--- src/rtl/ub_readback_if.sv ---
// Bus bundle for the unified-buffer readback engine.
// Groups the host request, buffer read port and output stream.
interface ub_readback_if #(
    parameter int ADDR_W = 6,
    parameter int DATA_W = 32,
    parameter int LEN_W  = 7
);
    logic              req_valid;
    logic              req_ready;
    logic [ADDR_W-1:0] req_addr;
    logic [LEN_W-1:0]  req_len;
    logic              mem_rd_en;
    logic [ADDR_W-1:0] mem_rd_addr;
    logic [DATA_W-1:0] mem_rd_data;
    logic              out_valid;
    logic              out_ready;
    logic [DATA_W-1:0] out_data;
    logic              out_last;
    logic              busy;
    logic              err;

    modport slave (
        input  req_valid, req_addr, req_len,
        input  mem_rd_data, out_ready,
        output req_ready, mem_rd_en, mem_rd_addr,
        output out_valid, out_data, out_last,
        output busy, err
    );

    modport master (
        output req_valid, req_addr, req_len,
        output mem_rd_data, out_ready,
        input  req_ready, mem_rd_en, mem_rd_addr,
        input  out_valid, out_data, out_last,
        input  busy, err
    );
endinterface

--- src/rtl/ub_readback.sv ---
// Unified-buffer readback: request in, credit-limited reads, stream out.
// Ports: clk, reset (sync, active-low), bus (ub_readback_if.slave).
module ub_readback #(
    parameter int DEPTH  = 64,
    parameter int DATA_W = 32,
    parameter int ADDR_W = 6,
    parameter int LEN_W  = 7
) (
    input  logic        clk,
    input  logic        reset,
    ub_readback_if.slave bus
);
    typedef enum logic [1:0] {
        IDLE,
        READ,
        DRAIN
    } state_t;

    state_t            state_q, state_d;
    logic [ADDR_W-1:0] rd_ptr_q, rd_ptr_d;
    logic [LEN_W-1:0]  issue_cnt_q, issue_cnt_d;
    logic [LEN_W-1:0]  beat_cnt_q, beat_cnt_d;
    logic              err_q, err_d;
    logic              inflight_q;

    logic [DATA_W-1:0] fifo_q [2];
    logic              wr_idx_q;
    logic              rd_idx_q;
    logic [1:0]        fifo_cnt_q;

    logic              req_ok;
    logic              head_vld;
    logic              pop;
    logic              push;
    logic [2:0]        used;
    logic              credit_ok;
    logic              issue;

    assign req_ok = (bus.req_len != '0) &&
                    (bus.req_len <= LEN_W'(DEPTH));

    assign head_vld = (fifo_cnt_q != 2'd0);
    assign pop      = head_vld & bus.out_ready;
    // Read data lands one cycle after its issue.
    assign push     = inflight_q;

    // FIFO slots plus the read in flight may never exceed two;
    // a pop this cycle frees a slot immediately.
    assign used      = {1'b0, fifo_cnt_q} + {2'b0, inflight_q};
    assign credit_ok = used < (3'd2 + {2'b0, pop});
    assign issue     = (state_q == READ) &&
                       (issue_cnt_q != '0) && credit_ok;

    always_comb begin
        state_d     = state_q;
        rd_ptr_d    = rd_ptr_q;
        issue_cnt_d = issue_cnt_q;
        beat_cnt_d  = beat_cnt_q;
        err_d       = 1'b0;
        if (pop) begin
            beat_cnt_d = beat_cnt_q - LEN_W'(1);
        end
        unique case (state_q)
            IDLE: begin
                if (bus.req_valid) begin
                    if (req_ok) begin
                        rd_ptr_d    = bus.req_addr;
                        issue_cnt_d = bus.req_len;
                        beat_cnt_d  = bus.req_len;
                        state_d     = READ;
                    end else begin
                        err_d = 1'b1;
                    end
                end
            end
            READ: begin
                if (issue) begin
                    rd_ptr_d    = rd_ptr_q + ADDR_W'(1);
                    issue_cnt_d = issue_cnt_q - LEN_W'(1);
                    if (issue_cnt_q == LEN_W'(1)) begin
                        state_d = DRAIN;
                    end
                end
            end
            DRAIN: begin
                if (pop && beat_cnt_q == LEN_W'(1)) begin
                    state_d = IDLE;
                end
            end
            default: state_d = IDLE;
        endcase
    end

    always_ff @(posedge clk) begin
        if (!reset) begin
            state_q     <= IDLE;
            rd_ptr_q    <= '0;
            issue_cnt_q <= '0;
            beat_cnt_q  <= '0;
            err_q       <= 1'b0;
            inflight_q  <= 1'b0;
            fifo_q[0]   <= '0;
            fifo_q[1]   <= '0;
            wr_idx_q    <= 1'b0;
            rd_idx_q    <= 1'b0;
            fifo_cnt_q  <= 2'd0;
        end else begin
            state_q     <= state_d;
            rd_ptr_q    <= rd_ptr_d;
            issue_cnt_q <= issue_cnt_d;
            beat_cnt_q  <= beat_cnt_d;
            err_q       <= err_d;
            inflight_q  <= issue;
            if (push) begin
                fifo_q[wr_idx_q] <= bus.mem_rd_data;
                wr_idx_q         <= ~wr_idx_q;
            end
            if (pop) begin
                rd_idx_q <= ~rd_idx_q;
            end
            unique case ({push, pop})
                2'b10:   fifo_cnt_q <= fifo_cnt_q + 2'd1;
                2'b01:   fifo_cnt_q <= fifo_cnt_q - 2'd1;
                default: fifo_cnt_q <= fifo_cnt_q;
            endcase
        end
    end

    // Outputs are forced to zero combinationally while reset is low,
    // so an abandoned transfer disappears in the reset cycle itself.
    assign bus.req_ready   = reset && (state_q == IDLE);
    assign bus.busy        = reset && (state_q != IDLE);
    assign bus.mem_rd_en   = reset && issue;
    assign bus.mem_rd_addr = reset ? rd_ptr_q : '0;
    assign bus.out_valid   = reset && head_vld;
    assign bus.out_data    = reset ? fifo_q[rd_idx_q] : '0;
    assign bus.out_last    = reset && head_vld &&
                             (beat_cnt_q == LEN_W'(1));
    assign bus.err         = reset && err_q;
endmodule
--- src/flat_wrapper.sv ---
// flat-port wrapper written by rule: the top's interface ports become plain ports
module ub_readback_flat 
#(
    parameter int DEPTH  = 64,
    parameter int DATA_W = 32,
    parameter int ADDR_W = 6,
    parameter int LEN_W  = 7
)
  (clk, reset, bus_req_valid, bus_req_addr, bus_req_len, bus_mem_rd_data, bus_out_ready, bus_req_ready, bus_mem_rd_en, bus_mem_rd_addr, bus_out_valid, bus_out_data, bus_out_last, bus_busy, bus_err);
  ub_readback_if #(.ADDR_W(ADDR_W), .DATA_W(DATA_W), .LEN_W(LEN_W)) bus_i ();
  input  logic clk;
  input  logic reset;
  input wire logic [$bits(bus_i.req_valid)-1:0] bus_req_valid;
  input wire logic [$bits(bus_i.req_addr)-1:0] bus_req_addr;
  input wire logic [$bits(bus_i.req_len)-1:0] bus_req_len;
  input wire logic [$bits(bus_i.mem_rd_data)-1:0] bus_mem_rd_data;
  input wire logic [$bits(bus_i.out_ready)-1:0] bus_out_ready;
  output wire logic [$bits(bus_i.req_ready)-1:0] bus_req_ready;
  output wire logic [$bits(bus_i.mem_rd_en)-1:0] bus_mem_rd_en;
  output wire logic [$bits(bus_i.mem_rd_addr)-1:0] bus_mem_rd_addr;
  output wire logic [$bits(bus_i.out_valid)-1:0] bus_out_valid;
  output wire logic [$bits(bus_i.out_data)-1:0] bus_out_data;
  output wire logic [$bits(bus_i.out_last)-1:0] bus_out_last;
  output wire logic [$bits(bus_i.busy)-1:0] bus_busy;
  output wire logic [$bits(bus_i.err)-1:0] bus_err;
  assign bus_i.req_valid = bus_req_valid;
  assign bus_i.req_addr = bus_req_addr;
  assign bus_i.req_len = bus_req_len;
  assign bus_i.mem_rd_data = bus_mem_rd_data;
  assign bus_i.out_ready = bus_out_ready;
  assign bus_req_ready = bus_i.req_ready;
  assign bus_mem_rd_en = bus_i.mem_rd_en;
  assign bus_mem_rd_addr = bus_i.mem_rd_addr;
  assign bus_out_valid = bus_i.out_valid;
  assign bus_out_data = bus_i.out_data;
  assign bus_out_last = bus_i.out_last;
  assign bus_busy = bus_i.busy;
  assign bus_err = bus_i.err;
  ub_readback #(.DEPTH(DEPTH), .DATA_W(DATA_W), .ADDR_W(ADDR_W), .LEN_W(LEN_W)) u_core (.clk(clk), .reset(reset), .bus(bus_i));
endmodule
--- config.mk ---
export PLATFORM = sky130hd
export DESIGN_NAME = ub_readback_flat
export DESIGN_NICKNAME = d
export VERILOG_FILES = /design/src/rtl/ub_readback_if.sv /design/src/rtl/ub_readback.sv /design/src/flat_wrapper.sv
export SDC_FILE = /design/constraint.sdc
export NUM_CORES = 1
export LEC_CHECK = 0
export ABC_CLOCK_PERIOD_IN_PS = 4300
export CAP_MARGIN = 0
export CORE_MARGIN = 2
export CORE_UTILIZATION = 51
export CTS_CLUSTER_SIZE = 30
export DETAILED_ROUTE_END_ITERATION = 12
export PLACE_DENSITY = 0.79
export SLEW_MARGIN = 10
export SYNTH_ARGS = -nofsm -noshare
export SYNTH_HDL_FRONTEND = slang
export SYNTH_SLANG_ARGS = --single-unit
--- constraint.sdc ---
create_clock -name clk -period 4.3 [get_ports clk]
set_input_delay 0.645 -clock clk [delete_from_list [all_inputs] [get_ports clk]]
set_output_delay 0.645 -clock clk [all_outputs]
set_load 0.01 [all_outputs]
Word level (Yosys, flattened, before mapping) --
Memories as Yosys holds them, arrays and structs flattened. A register that Yosys moved wholly into a read port is not among the register bits. Index checks and enable logic that the tools add are counted.
Storage, ports and cells: memory bits (writable) 64, memories kept 1, bits in registers 28, word-level logic and storage cells 85
Memories:
- u_core.fifo_q | words 2, bits a word 32, read ports 1, clocked after memory_dff 1, wr ports 2, line ub_readback.sv:26 | logic [DATA_W-1:0] fifo_q [2];
Cells by class: magnitude comparators 2, multiplexer cells 31, reductions and logical operators 21, equal/unequal tests 11, bitwise operators 3, add/sub/neg operators 7
Operators with widths (number):
- $mux 32 | 2
- $mux 7 | 7
- $reduce_or 32->1 | 1
- $mux 6 | 4
- $eq 7x1->1 const B | 2
- $pmux 7 s2 | 1
- $reduce_bool 7->1 | 2
- $sub 7x1->7 const B | 2
- $pmux 6 s2 | 1
- $logic_and 1x1->1 | 10
- $mux 2 | 5
- $mux 1 | 9
- $reduce_bool 2->1 | 4
- $le 7x7->1 const B | 1
- $add 6x1->6 const B | 1
- $ne 2x1->1 const B | 3
- $pmux 2 s3 | 1
- $reduce_and 5->1 | 1
- $eq 2x1->1 const B | 2
- $eq 2x2->1 const B | 2
- $ne 2x2->1 const B | 2
- $pmux 2 s2 | 1
- $reduce_and 4->1 | 1
- $add 2x1->3 | 1
- 8 further kinds | 9

Logic depth before layout (Yosys ltp) --
Gate-level depths: netlist of the first run.
word-level depth 7, depth in mapped cells 7

Worst setup path after synthesis of the first run --
Ideal clock, no wire load.
kind register to register, start register u_core.inflight_q, end memory u_core.fifo_q[0][0], enable pin, setup time 0.466 ns, buffers on the path 0, data required time 3.834 ns, arrival 2.719 ns, stages on the path, launching flop included 3, path slack 1.115 ns, cell sequence dfxtp_1 > inv_1 > o21ai_0
RTL lines:
- start, declared | line ub_readback.sv:24 | logic inflight_q;
- start signal, assigned | line ub_readback.sv:113 | inflight_q <= issue;
- end, declared | line ub_readback.sv:26

Worst setup path after layout of the first run --
start register u_core.state_q[0], end output bus_mem_rd_en
On the way: cells in the longest elaborated chain, start to end 4
RTL lines:
- start, declared | line ub_readback.sv:19 | state_t state_q, state_d;
- start signal, assigned | line ub_readback.sv:108 | state_q <= state_d;
- $eq 2x1->1 | line ub_readback.sv:51 | assign issue = (state_q == READ) &&
- $logic_and 1x1->1 | line ub_readback.sv:51
- $logic_and 1x1->1 | line ub_readback.sv:52 | (issue_cnt_q != '0) && credit_ok;
- $logic_and 1x1->1 | line ub_readback.sv:133 | assign bus.mem_rd_en = reset && issue;
- end, declared | line flat_wrapper.sv:19 | output wire logic [$bits(bus_i.mem_rd_en)-1:0] bus_mem_rd_en;
No other way between the ends.

==> results.ini, run 1 <==
[worst_hold_path]
hold_path.class=reg -> reg

[finish]
drive_gt1_frac=0.0625
n_antenna_cell=0
fin_nets=565
stdcell_area_mm2=0.00572
area_growth_pct=26.0
finish.utilization=0.659
instances_no_fill=620

[clocking]
cts_tree=yes
root_buffer=clkbuf_8
clk_pin_slew_ps=90
hold_buffers=0
cts_sinks=93
cts_buffers=9
postCtsSetupBuffers=0
ctsResizeCount=0
clk_path_buf_depth=2
clkLatencyLatePin_ps=350
htreeDepth=3

[global_route]
use_met3=0.0322
gr-usage-all-layers=0.213
grt_busiest_layer=met2
grt_pass1_wl_um=16400
antenna_found_initial=0
use_met1=0.282
first_global_vias=3383
grt_util_met2=0.354
grt-ovfl-total=0
grt_max_degree=33

[die]
die_area_mm2=0.00967
ios=93
die_height_um=98.4
rows=34
die_w_um=98.4
fp.coreArea_mm2=0.00868
start_util=0.523

[logic_synthesis]
syn_inst=422
synth_edf_count=64
yosys_warnings=0
ys_ff_latch=93
yosysTopAreaCell=edfxtp_1
synth.top_cells.by_count=and2_1 (70), edfxtp_1 (64), nor2_1 (55), mux2i_1 (33), dfxtp_1 (29)
netlist_area_mm2=0.00454
synthMostInstantiatedCell=and2_1
dominantRegCellSynth=edfxtp_1
synth.distinct_cells=48
synth_fp_nets=480
yosys-top-cells-area=edfxtp_1 (42%), dfxtp_1 (13%), and2_1 (9.6%)
synth_top_area_frac=0.423
ys_async_sr_fraction=0
ys_seq_area_frac=0.551
syn_avg_cell_area_um2=10.8

[sta]
layout_min_cycle_time_ps=3760
rsz0062_at_grt=no
period_share=0.874
max-slew-margin-rel=0.277
finalSetupTns_ps=0
clock_skew_ps=10.4
hold_violations=0
worst_pin_slew_ps=1080
fmax_mhz=266
finalSetupViolations=0
final_max_slew_viol_count=0

[setup_path]
cp-start-kind=flop
timing.critical_path.from=u_core.state_q[0]
r2r_slack_ps=1560
r2r_start=u_core.state_q[0]
timing.rr.end=u_core.rd_ptr_q[5]
rr_worst_depth=5
crit_slowest_cell=dfxtp_1
end_kind=output port
cpPeakStageDelay_ps=710
crit_chain=nand2b_1 -> a211oi_1 -> nand3_1 -> nor2_1 -> clkdlybuf4s50_1
endpoint=bus_mem_rd_en
required_ps=3650
crit_arrival_ps=3110
worstSetupPathType=reg -> out
crit_fanout=17

[power_and_ir_drop]
powerDensity_mw_per_mm2=345
vdd_drop_max_mv=0.178
p_leak_nw=2.07

[detailed_routing]
wl_per_cell_um=16.2
drc=0
viasPerCell=5.52
routed_wl_um=10000
firstDrtPassIters=4
via_count=3422
drtIter0Drc=150
antenna_left=0

[placed_design]
dpl-instance-area_mm2=0.00555
gp_congestion=0.894
place_inst=604
hpwl_um=6800
portBuffers=92

[flow_run]
cap_violations=0

[outcome]
status=completed

-- worst min-delay path by stage --
stage | slack (ps) | to | startpoint | depth (start not counted)
final | 510 | u_core.rd_ptr_q[5] | u_core.rd_ptr_q[5] | 2
after global routing | 540 | u_core.rd_ptr_q[5] | u_core.rd_ptr_q[5] | 2
after detailed placement | 490 | u_core.rd_ptr_q[5] | u_core.rd_ptr_q[5] | 2
after global placement | 480 | u_core.issue_cnt_q[1] | u_core.issue_cnt_q[1] | 2
after CTS | 510 | u_core.rd_ptr_q[5] | u_core.rd_ptr_q[5] | 2
after floorplan | 460 | u_core.rd_ptr_q[5] | u_core.rd_ptr_q[5] | 2
-- cell type report --
class | count | area, µm²
Fill cell | 732 | 2960
Inverter | 9 | 33.8
Sequential cell | 93 | 2500
Multi-Input combinational cell | 296 | 1920
Clock inverter | 5 | 36.3
Timing Repair Buffer | 98 | 966
Clock buffer | 11 | 131
Tap cell | 108 | 135
-- routing by layer --
| metal | wire (µm) | vias to the layer above |
|---|---|---|
| met5 | 0 | - |
| met4 | 190 | 0 |
| met3 | 496 | 15 |
| met2 | 4960 | 103 |
| met1 | 4370 | 1645 |
| li1 | - | 1659 |
-- layout by cell type (no fill, tap or decap), types with 5 or more instances in the layout --
master	Yosys	layout
a211oi_1	8	8
inv_1	7	6
nor3_1	12	11
nand3_1	9	9
xnor2_1	7	7
and2_1	70	70
mux2i_1	33	33
and3_1	5	5
buf_4	0	6
o21ai_0	10	9
nor2_1	55	55
nand2_1	16	16
ha_1	9	9
edfxtp_1	64	64
o22ai_1	5	5
a21oi_1	17	17
dfxtp_1	29	28
clkbuf_8	0	9
clkdlybuf4s50_1	0	92
-- sequential cells by signal, summed over array words and instances (netlist names), 2 cells and up, named ones only --
name / flops
u_core.state_q: 2
u_core.rd_ptr_q: 6
u_core.fifo_cnt_q: 2
u_core.beat_cnt_q: 7
u_core.fifo_q: 64
u_core.issue_cnt_q: 7
-- worst max-delay path, delay by kind of cell, from the launching register on --
family	cells	cell delay (ps)
buffers and inverters	1	560
AND/OR/NAND/NOR	3	1100
AO/OA/AOI/OAI	1	390
flip-flops	1	710
-- power by group --
group / leakage [nW] / total (mW) / switching (mW) / internal [mW]
Clock: 0.0760 / 0.521 / 0.309 / 0.212
Sequential: 0.900 / 1.08 / 0.0602 / 1.02
Combinational: 1.10 / 0.380 / 0.185 / 0.195
-- stage by stage --
step | power (mW) | hold WS, ps | setup WS, ps
floorplan | 1.30 | 458 | 1120
global placement | 1.46 | 484 | 973
detailed placement | 1.47 | 493 | 966
CTS | 1.98 | 507 | 560
global route | 2.06 | 541 | 345
finish | 1.98 | 508 | 541
-- kinds of logic (layout without fill, tap and decap cells) --
| family | Yosys count | count (layout) | synth area share |
|---|---|---|---|
| AO/OA/AOI/OAI | 58 | 58 | 0.0841 |
| XOR/XNOR | 10 | 10 | 0.0193 |
| adder cells (fa/ha/maj) | 9 | 9 | 0.0248 |
| buffers and inverters | 33 | 123 | 0.0311 |
| flip-flops | 93 | 93 | 0.551 |
| multiplexers | 33 | 33 | 0.0727 |
| AND/OR/NAND/NOR | 186 | 186 | 0.217 |
(Power assumes the default switching activity.)
==> run 2, diff against run 1 <==
--- a/config.mk
+++ b/config.mk
@@ -8,10 +8,10 @@
 export ABC_CLOCK_PERIOD_IN_PS = 4300
 export CAP_MARGIN = 0
 export CORE_MARGIN = 2
-export CORE_UTILIZATION = 51
+export CORE_UTILIZATION = 50
 export CTS_CLUSTER_SIZE = 30
 export DETAILED_ROUTE_END_ITERATION = 12
-export PLACE_DENSITY = 0.79
+export PLACE_DENSITY = 0.78
 export SLEW_MARGIN = 10
 export SYNTH_ARGS = -nofsm -noshare
 export SYNTH_HDL_FRONTEND = slang
==> constraint.sdc (replaced) <==
create_clock -name clk -period 4.3 [get_ports clk]
set_input_delay 0.645 -clock clk [delete_from_list [all_inputs] [get_ports clk]]
set_output_delay 0.645 -clock clk [all_outputs]
set_load 0.1 [all_outputs]
==> results.ini, run 2 (synthesis gave the netlist of run 1 again) <==
[outcome]
status=completed

[finish]
n_antenna_cell=0  ; unchanged
final_common_cell=and2_1
stdcell_area_mm2=0.00565  ; -1.2%
area_growth_pct=24.5
fin_nets=563  ; -0.35%
largest-register=u_core.fifo_q
instances_no_fill=618  ; -0.32%
reg_top3=u_core.fifo_q (64), u_core.beat_cnt_q (7), u_core.issue_cnt_q (7)
largest_register_ffs=64  ; unchanged
final_cell_mix=and2_1 (70), edfxtp_1 (64), nor2_1 (55)
drive_gt1_frac=0.147  ; +0.0846

[die]
die_w_um=99.3  ; +0.96%
start_util=0.518  ; -0.00508
die_area_mm2=0.00986  ; +1.9%
die_height_um=99.3  ; +0.96%
ios=93  ; unchanged
fp.coreArea_mm2=0.00876  ; +0.98%
rows=34  ; unchanged

[global_route]
first_global_vias=3267  ; -3.4%
antenna_found_initial=0  ; unchanged
grt_pass1_wl_um=15400  ; -6.3%
grt_max_degree=47  ; +42%
grt-ovfl-total=0  ; unchanged
gr-usage-all-layers=0.196  ; -0.0169

[power_and_ir_drop]
p_leak_nw=2.17  ; +4.8%
vdd_drop_max_mv=0.177  ; -0.98%
powerDensity_mw_per_mm2=407  ; +18%

[sta]
finalSetupViolations=0  ; unchanged
finalSetupTns_ps=0  ; unchanged
period_share=0.801  ; -0.0728
fmax_mhz=290  ; +9.1%
max-slew-margin-rel=0.273  ; -0.00454
hold_violations=0  ; unchanged
final_max_slew_viol_count=0  ; unchanged
layout_min_cycle_time_ps=3450  ; -313 ps
rsz0062_at_grt=no
worst_pin_slew_ps=1090  ; +6.79 ps
clock_skew_ps=9.58  ; -0.851 ps

[detailed_routing]
routed_wl_um=9580  ; -4.4%
viasPerCell=5.44  ; -1.3%
firstDrtPassIters=4  ; unchanged
antenna_left=0  ; unchanged
drtIter0Drc=130  ; -13%
via_count=3365  ; -1.7%
wl_per_cell_um=15.5  ; -4.1%
drc=0  ; unchanged

[clocking]
hold_buffers=0  ; unchanged
ctsResizeCount=0  ; unchanged
clkLatencyLatePin_ps=360  ; about the same
clk_path_buf_depth=2  ; unchanged
htreeDepth=3  ; unchanged
cts_buffers=9  ; unchanged
postCtsSetupBuffers=0  ; unchanged
root_buffer=clkbuf_8
cts_tree=yes
clk_pin_slew_ps=90  ; about the same
cts_sinks=93  ; unchanged

[setup_path]
worstSetupPathType=reg -> out
end_kind=output port
crit_fanout=17  ; unchanged
crit_arrival_ps=2800  ; -310 ps
cp-start-kind=flop
required_ps=3650  ; about the same

[placed_design]
place_inst=602  ; -0.33%
gp_congestion=0.849  ; -5.0%
dpl-instance-area_mm2=0.00543  ; -2.3%
hpwl_um=6340  ; -6.7%
portBuffers=92  ; unchanged

[worst_hold_path]
hold_path.class=reg -> reg

[flow_run]
cap_violations=0  ; unchanged

[run 2: routing by layer]
layer	vias to the layer above	wire [µm]	part of all wire	global-route usage
met5	-	0	0	0
met4	0	194	0.020	0.0875
met3	16	437	0.046	0.0288
met2	104	4800	0.50	0.338
met1	1587	4140	0.43	0.245
li1	1658	-	-	-
[run 2: cell type report]
cell class                      count  area (µm²)
Timing Repair Buffer               96         841
Sequential cell                    93        2500
Fill cell                         696        3110
Inverter                            9        33.8
Clock inverter                      6        96.3
Multi-Input combinational cell    296        1920
Tap cell                          108         135
Clock buffer                       10         128
[run 2: critical path, stage by stage (launching register included)]
cell and delay, ps:
dfxtp_1 700, nand2b_1 490, a211oi_1 360, nand3_1 380, nor2_1 200, buf_4 310
[run 2: report_power, final]
group / total, mW / internal (mW) / leakage, nW / switching [mW]
Combinational: 0.573 / 0.182 / 1.16 / 0.391
Sequential: 1.07 / 1.02 / 0.900 / 0.0584
Clock: 0.657 / 0.334 / 0.109 / 0.322
[run 2: final timing paths]
kind	start	to	slack, ps	depth (start not counted)
worst min register to register	u_core.rd_ptr_q[5]	u_core.rd_ptr_q[5]	520	2
worst max register to register	u_core.state_q[0]	u_core.rd_ptr_q[5]	1610	5
worst max-delay path	u_core.state_q[0]	bus_mem_rd_en	850	5
worst min-delay path	u_core.rd_ptr_q[5]	u_core.rd_ptr_q[5]	520	2
[run 2: per-stage QoR]
| stage | setup WS [ps] | utilization | power [mW] | hold WS [ps] |
|---|---|---|---|---|
| 3_3_place_gp | 1180 | 0.620 | 1.66 | 485 |
| 3_5_place_dp | 1130 | 0.620 | 1.67 | 502 |
| 5_1_grt | 587 | 0.645 | 2.39 | 539 |
| 6_report | 854 | 0.645 | 2.30 | 519 |
| 2_1_floorplan | 382 | - | 1.51 | 458 |
| 4_1_cts | 907 | 0.645 | 2.30 | 518 |
==> edit, RTL diff (flow settings as in run 2) <==
The 3 states of `state_t` get a one-hot encoding in 3 bits.
--- a/src/rtl/ub_readback.sv
+++ b/src/rtl/ub_readback.sv
@@ -10,10 +10,10 @@
     input  logic        reset,
     ub_readback_if.slave bus
 );
-    typedef enum logic [1:0] {
-        IDLE,
-        READ,
-        DRAIN
+    typedef enum logic [2:0] {
+        IDLE  = 3'b001,
+        READ  = 3'b010,
+        DRAIN = 3'b100
     } state_t;
 
     state_t            state_q, state_d;
Function: no difference found for any inputs over 4 cycles, from zero or initial values and one cycle with reset low; so few cycles prove little.
==> edit against run 2 <==
Highest routed layer unchanged. Global-route usage rose by 1.6 points. Clock skew barely moved. Combinational power rose by 31%. Largest cell class unchanged. Utilization rose by 4.0 points. Critical path type unchanged. Clock power fell by 18%. Power rose by 3.9%. Worst setup slack improved by 0.077 ns. Cell area rose by 12%. Sequential cell count rose by 1. Maximum frequency rose by 2.3%. Routed wire length rose by 7.1%. Register-to-register slack improved by 0.20 ns. Area after synthesis rose by 4.5%.
==> edit: results (changes against run 2) <==
{
  "route": {
    "vias": {"value": 3556, "change": "was 3365"},
    "drtIter0Drc": {"value": 234, "change": "was 130"},
    "routedWlPerCell": {"value": 15.4, "unit": "um", "change": "was 15.5 um"},
    "vias_per_cell": {"value": 5.35, "change": "was 5.44"}
  },
  "pwr": {
    "cellLeakagePower": {"value": 2.37, "unit": "nW", "change": "was 2.17 nW"},
    "sw_frac_of_total": {"value": 0.359, "change": "was 0.335"},
    "worst_case_vdd_ir_drop": {"value": 0.209, "unit": "mV", "change": "was 0.177 mV"}
  },
  "yosys": {
    "postSynthAreaPerCell": {"value": 10.6, "unit": "um2", "change": "was 10.8 um2"},
    "synth.lib_cells_used.distinct": {"value": 57, "change": "was 48"},
    "ys_top_cells_by_count": {"value": "68 x and2_1, 64 x edfxtp_1, 58 x nor2_1", "change": "was 70 x and2_1, 64 x edfxtp_1, 55 x nor2_1"},
    "synth_nets": {"value": 507, "change": "was 480"},
    "yosysSeqAreaShare": {"value": 0.532, "change": "was 0.551"}
  },
  "cells_and_area": {
    "num-nets-final": {"value": 589, "change": "was 563"},
    "fillCellCount": {"value": 686, "change": "was 696"},
    "post_route_cells_drive_above_1_share": {"value": 0.160, "change": "was 0.147"}
  },
  "worst_hold_path": {
    "min_from": {"value": "u_core.issue_cnt_q[6]", "change": "was u_core.rd_ptr_q[5]"},
    "hold_path_end": {"value": "u_core.issue_cnt_q[6]", "change": "was u_core.rd_ptr_q[5]"}
  },
  "critical_path": {
    "worstPathArrival": {"value": 2.72, "unit": "ns", "change": "was 2.80 ns"},
    "reg2reg_setup_slack": {"value": 1.81, "unit": "ns", "change": "was 1.61 ns"},
    "critical-path-max-stage-delay": {"value": 0.73, "unit": "ns", "change": "was 0.70 ns"},
    "worstReg2RegStart": {"value": "u_core.state_q[1]", "change": "was u_core.state_q[0]"},
    "critical-path-slowest-cell": {"value": "or3b_1", "change": "was dfxtp_1"}
  },
  "timing": {
    "slew-limit-headroom": {"value": 0.278, "change": "was 0.273"},
    "timing.clock.skew": {"value": 0.00960, "unit": "ns", "change": "was 0.00958 ns"}
  },
  "place": {
    "detailed_place_hpwl": {"value": 7030, "unit": "um", "change": "was 6340 um"},
    "placed_cells_incl_taps": {"value": 649, "change": "was 602"},
    "place_area": {"value": 6150, "unit": "um2", "change": "was 5430 um2"},
    "routabilityCongestion": {"value": 0.870, "change": "was 0.849"},
    "placement.setup.worst_slack": {"value": 1.23, "unit": "ns", "change": "was 1.13 ns"}
  },
  "global_routing": {
    "wire_length_of_the_first_global_routing_pass": {"value": 17200, "unit": "um", "change": "was 15400 um"},
    "maximum_number_of_pins_on_one_net_before_global_route_repair": {"value": 41, "change": "was 47"}
  },
  "cts": {
    "clock_tree.buffer_depth": {"value": 2, "change": "unchanged"},
    "worst_setup_hold_path_clk_slew_ns": 0.10
  },
  "run_status": {
    "outcome": {"value": "completed", "change": "unchanged"}
  }
}
[edit: power by group through the flow]
stage	registers, mW	logic [mW]	clock network (mW)
after floorplan	1.10	0.532	0
after global placement	1.12	0.741	0
after detailed placement	1.12	0.750	0
after CTS	1.10	0.754	0.549
after global routing	1.12	0.802	0.584
final	1.10	0.753	0.538
[edit: kinds of logic after synthesis]
group	Yosys count	share of synthesized area
AO/OA/AOI/OAI	61	0.0978
XOR/XNOR	11	0.0203
adder cells (fa/ha/maj)	9	0.0237
buffers and inverters	41	0.0351
flip-flops	94	0.532
multiplexers	33	0.0696
AND/OR/NAND/NOR	200	0.222
[edit: area by class of cell]
type | count | area [um2] | area share
clock buffers | 9 | 124 | 0.0196
multi-input cells | 314 | 2080 | 0.329
flip-flops and latches | 94 | 2520 | 0.399
repair buffers | 98 | 1330 | 0.210
well taps | 129 | 161 | 0.0255
clock inverters | 7 | 55.1 | 0.00869
inverters | 14 | 52.6 | 0.00830
[edit: routing by layer]
layer	GRT usage	part of all wire
met1	0.285	0.44
met5	0	0
met2	0.353	0.51
met3	0.0407	0.037
met4	0.0634	0.013
[edit: worst max-delay path, delay by kind of cell, from the launching register on]
| family | cells | cell delay [ns] |
|---|---|---|
| simple gates | 3 | 1.30 |
| compound gates | 1 | 0.38 |
| flops | 1 | 0.47 |
| buf+inv | 1 | 0.21 |
[edit: how the worst max path moves through the flow]
stage,to,depth (start not counted),slack [ns],start
finish,bus_mem_rd_en,5,0.93,u_core.state_q[1]
global placement,bus_mem_rd_en,6,1.30,bus_out_ready
CTS,bus_mem_rd_en,5,0.96,u_core.state_q[1]
floorplan,bus_out_last,3,0.31,reset
global route,bus_mem_rd_en,5,0.72,u_core.state_q[1]
detailed placement,bus_mem_rd_en,6,1.23,bus_out_ready
